<file path="config.mk">
export PLATFORM = sky130hd
export DESIGN_NAME = clock_period_meter
export DESIGN_NICKNAME = d
export VERILOG_FILES = /design/src/rtl/clock_period_meter.sv
export SDC_FILE = /design/constraint.sdc
export NUM_CORES = 1
export LEC_CHECK = 0
export CELL_PAD_IN_SITES_DETAIL_PLACEMENT = 1
export CELL_PAD_IN_SITES_GLOBAL_PLACEMENT = 1
export CORE_MARGIN = 5
export CORE_UTILIZATION = 40
export DETAILED_ROUTE_END_ITERATION = 16
export PLACE_DENSITY = 0.77
export SLEW_MARGIN = 20
export SYNTH_ARGS = -nofsm -noshare
export SYNTH_HDL_FRONTEND = slang
export SYNTH_SLANG_ARGS = --single-unit
</file>
<file path="constraint.sdc">
create_clock -name clock_in -period 4.05 [get_ports clock_in]
set_input_delay 1.0125 -clock clock_in [delete_from_list [all_inputs] [get_ports clock_in]]
set_output_delay 1.0125 -clock clock_in [all_outputs]
set_load 0.1 [all_outputs]
</file>
<file path="src/rtl/clock_period_meter.sv">
// Measures period and high time of a slow input in clock_in cycles, with lock and loss detection.
// Latency: results appear 4 cycles after the closing input rise; meas_valid holds until meas_ack (unacked results are overwritten and flag overrun).
module clock_period_meter #(
    parameter int CNT_W      = 16,
    parameter int TIMEOUT    = 50000,
    parameter int LOCK_TOL   = 4,
    parameter int LOCK_COUNT = 8
) (
    input  logic             clock_in,
    input  logic             rst,
    input  logic             signal_in,
    input  logic             meas_ack,
    output logic [CNT_W-1:0] period,
    output logic [CNT_W-1:0] high_time,
    output logic             meas_valid,
    output logic             overrun,
    output logic             timeout,
    output logic             locked
);

    localparam int MC_W = $clog2(LOCK_COUNT + 1);

    typedef enum logic {IDLE, MEASURE} state_t;

    state_t            state;
    logic              sync1, sync2, sync3;
    logic              rise, fall;
    logic [CNT_W-1:0]  cnt;
    logic [CNT_W-1:0]  high_cap;
    logic [CNT_W-1:0]  prev_period;
    logic              have_prev;
    logic [MC_W-1:0]   match_cnt;
    logic [CNT_W:0]    cnt_ext, prev_ext, diff;
    logic              is_match;

    assign rise = sync2 & ~sync3;
    assign fall = ~sync2 & sync3;

    // One extra bit so the subtraction never wraps before taking the magnitude.
    assign cnt_ext  = {1'b0, cnt};
    assign prev_ext = {1'b0, prev_period};
    assign diff     = (cnt_ext >= prev_ext) ? (cnt_ext - prev_ext) : (prev_ext - cnt_ext);
    assign is_match = (diff <= (CNT_W+1)'(LOCK_TOL));

    always_ff @(posedge clock_in or negedge rst) begin
        if (!rst) begin
            state       <= IDLE;
            sync1       <= 1'b0;
            sync2       <= 1'b0;
            sync3       <= 1'b0;
            cnt         <= '0;
            high_cap    <= '0;
            prev_period <= '0;
            have_prev   <= 1'b0;
            match_cnt   <= '0;
            period      <= '0;
            high_time   <= '0;
            meas_valid  <= 1'b0;
            overrun     <= 1'b0;
            timeout     <= 1'b0;
            locked      <= 1'b0;
        end else begin
            sync1 <= signal_in;
            sync2 <= sync1;
            sync3 <= sync2;

            // A load below overrides this, so an ack coinciding with new data keeps valid high.
            if (meas_ack) begin
                meas_valid <= 1'b0;
            end

            case (state)
                IDLE: begin
                    if (rise) begin
                        state <= MEASURE;
                        cnt   <= CNT_W'(1);
                    end
                end
                MEASURE: begin
                    if (rise) begin
                        period      <= cnt;
                        high_time   <= high_cap;
                        meas_valid  <= 1'b1;
                        timeout     <= 1'b0;
                        if (meas_valid && !meas_ack) begin
                            overrun <= 1'b1;
                        end
                        cnt         <= CNT_W'(1);
                        prev_period <= cnt;
                        have_prev   <= 1'b1;
                        if (have_prev) begin
                            if (is_match) begin
                                if (match_cnt >= MC_W'(LOCK_COUNT - 1)) begin
                                    match_cnt <= MC_W'(LOCK_COUNT);
                                    locked    <= 1'b1;
                                end else begin
                                    match_cnt <= match_cnt + 1'b1;
                                end
                            end else begin
                                match_cnt <= '0;
                                locked    <= 1'b0;
                            end
                        end
                    end else if (cnt == CNT_W'(TIMEOUT)) begin
                        state     <= IDLE;
                        cnt       <= '0;
                        timeout   <= 1'b1;
                        locked    <= 1'b0;
                        match_cnt <= '0;
                        have_prev <= 1'b0;
                    end else begin
                        cnt <= cnt + 1'b1;
                        if (fall) begin
                            high_cap <= cnt;
                        end
                    end
                end
                default: state <= IDLE;
            endcase
        end
    end

endmodule

</file>
==> results.md <==
- CP Capture Type: register
- Hold EP: sync2
- Register area: 0.00193 mm^2
- Mapped Nets: 565
- Number of global-route vias before repair: 4322
- Mapped Avg Cell Area: 9.10 um^2
- Die area: 0.0143 mm^2
- Final min period: 3.44 ns
- ANT cells: 0
- TritonCTS clock tree: yes
- Critical path arrival: 3.70 ns
- Layout Nets: 599
- CP max FO: 9
- Overflow after GRT: 0
- Total GRT Usage: 19.4%
- Layout cells sized above 1: 9.56%
- Rel. slew slack: 29.7%
- Slew Limit Fails: 0
- Most common cell in the synthesized netlist: dfrtp_1
- Min-delay src: sync1
- Share of the synthesized area in the top cell type: 40.3%
- Seq/Total Area, Yosys: 40.3%
- DRC viols: 0
- Worst R2R Setup Slack: 0.61 ns
- Dominant cells by area after synthesis: dfrtp_1, ha_1, o21ai_0, nand2_1, mux2_2
- CTS Hold Bufs: 0
- Mapped Cells: 526
- Core Region: 0.0119 mm^2
- Area of the mapped netlist: 0.00479 mm^2
- # rows: 40
- Num CTS Buffers: 9
- Via density: 5.63
- DR WL/cell: 18.8 um
- Antenna violations before repair: 0
- Hold path depth: 0
- Unique masters post-synth: 66
- GP Congestion: 0.862
- R2R Path Start: cnt[4]
- Largest net degree at the start of global routing: 72
- Post_cts resized: 0
- Routed Antenna Nets: 0
- R2R Path End: match_cnt[2]
- Initial Util: 40.4%
- Synth top cells by count: dfrtp_1, o21ai_0, nand2_1
- CTS HTree Levels: 3
- Dpl hpwl: 10.2 mm
- Hold crit path type: reg -> reg
- Area delta synth->final: 16.0%
- I/O Buffers: 39
- Finished Layout Cells: 712
- Clk Latency, worst-skew pair: 0.34 ns
- Footprint of the multi-input gates: 0.00260 mm^2
- Critical Path RT: 4.31 ns
- Top FF cell, synth: dfrtp_1
- Endpoints failing hold: 0
- Post-CTS Repair Setup Buffers: 0
- CP Launch Type: register
- Top delay family on crit path: compound AO/OA/AOI/OAI gates
- #FFs+latches synth: 77
- Root Buffer: clkbuf_16
- Critical path type: reg -> reg
- Max_cap viols: 0
- Sink Count: 77
- DRT Pass-1 Iters: 4
- Die Wd: 119 um
- YS warnings: 0
- Worst slew pin tran: 1.05 ns
- Final setup fails: 0
- Clk slew on worst S/H paths: 0.06 ns
- Worst Slack Setup Final: 0.610 ns
- Reg2reg path depth: 11
- Async SR Flop Fraction: 100%
- Leak: 2.53 nW
- Post-synth top area cell: dfrtp_1
- Clock Skew: 0.00832 ns
- DIE HEIGHT: 119 um
- CP max stage delay: 0.50 ns
- Iteration-0 DRC Markers: 169
- Via count: 4011
- Routed Wire Length: 13.4 mm
- Dpl cells: 696
- CP bufs+invs: 0
- Crit share post-route: 84.9%
- Cell Chain, Critical Path: ha_1 > nand2_1 > o211ai_1 > a32oi_4 > o21ai_0 > nor2_1 > o22ai_1 > o311ai_1 > o21ai_1 > or4b_1 > o211ai_2
- Max clock buf depth: 2
- Fillcell total: 1376
- Outcome: finished, final reports clean
- Critical path's slowest cell: or4b_1
- Final Util: 46.8%
- Worst slack, placed: 0.649 ns
- VDD IR max: 0.406 mV
- RSZ-0062 raised after global routing: no
- Pwr/cell area: 653 mW/mm^2
- Maximum clock rate: 291 MHz
- Number of flops mapped to enable cells by yosys: 0
- Setup TNS Final: 0 ns
- Top Ports: 40
- Global-route wire length before repair: 22.4 mm
## metal layers
layer | vias to the layer above | share of wire (%) | track usage, %
met5 | - | 0 | 0
met4 | 0 | 2.2 | 7.59
met3 | 22 | 3.4 | 2.33
met2 | 66 | 48 | 31.3
met1 | 1995 | 47 | 26.6
li1 | 1928 | - | -
## report_power, final
group / total, mW / internal [mW] / leakage (nW) / switching (mW)
Sequential: 0.899 / 0.837 / 1.03 / 0.0621
Clock: 0.744 / 0.429 / 0.138 / 0.315
Combinational: 1.99 / 0.723 / 1.35 / 1.26
Total: 3.63 / 1.99 / 2.53 / 1.64
## worst max-delay path by stage
stage                              start      endpoint  slack, ns  cells past startpoint
final                             cnt[4]  match_cnt[2]       0.61                     11
after global routing              cnt[7]  match_cnt[0]       0.47                     11
after CTS                 prev_period[9]  match_cnt[0]       0.63                     12
after detailed placement  prev_period[9]  match_cnt[0]       0.65                     12
after global placement    prev_period[9]  match_cnt[2]       0.68                     12
after floorplan           prev_period[4]  match_cnt[2]       0.47                     13
## cell usage in the layout, fill, tap and decap left out, types with 6 or more instances in the layout
master	instances
inv_1	42
o21ai_0	73
clkdlybuf4s50_1	38
a21oi_1	28
clkbuf_16	9
and3_1	9
nor2b_1	6
nor2_1	29
a21o_1	12
nand3_1	10
nand2_1	66
ha_1	35
mux2_2	16
dfrtp_1	77
## cell type report
class	count	share of cell area (%)
clock buffer	10	4.30
clock inverter	6	0.653
inverter	42	2.84
multi-input combinational	388	46.8
sequential	77	34.7
tap	147	3.31
timing repair buffer	42	7.39
## metrics by stage
stage	hold WS (ns)	cell area, um^2	power (mW)
floorplan	0.331	4790	2.40
global placement	0.335	5280	2.83
detailed placement	0.341	5280	2.88
CTS	0.357	5560	3.65
global route	0.363	5560	3.84
finish	0.355	5560	3.63
## logic make-up after synthesis
kind of cell / synth area share, %
mux: 4.18
buf+inv: 5.41
flops: 40.3
compound gates: 23.2
xor+xnor: 1.83
fa+ha+maj: 9.15
simple gates: 16.0
## sequential cells by signal, indices dropped and copies added (netlist names)
register and cells:
timeout 1, overrun 1, state 1, high_time 16, prev_period 16, locked 1
sync3 1, match_cnt 4, cnt 16, high_cap 16, sync1 1, meas_valid 1
sync2 1, have_prev 1
## worst register-to-register path, stage by stage (launching register included)
cell and delay, ns:
dfrtp_1 0.44, ha_1 0.49, nand2_1 0.19, o211ai_1 0.39
a32oi_4 0.13, o21ai_0 0.43, nor2_1 0.10, o22ai_1 0.22
o311ai_1 0.13, o21ai_1 0.26, or4b_1 0.50, o211ai_2 0.09
No activity file was read; power rests on OpenSTA's default activity.
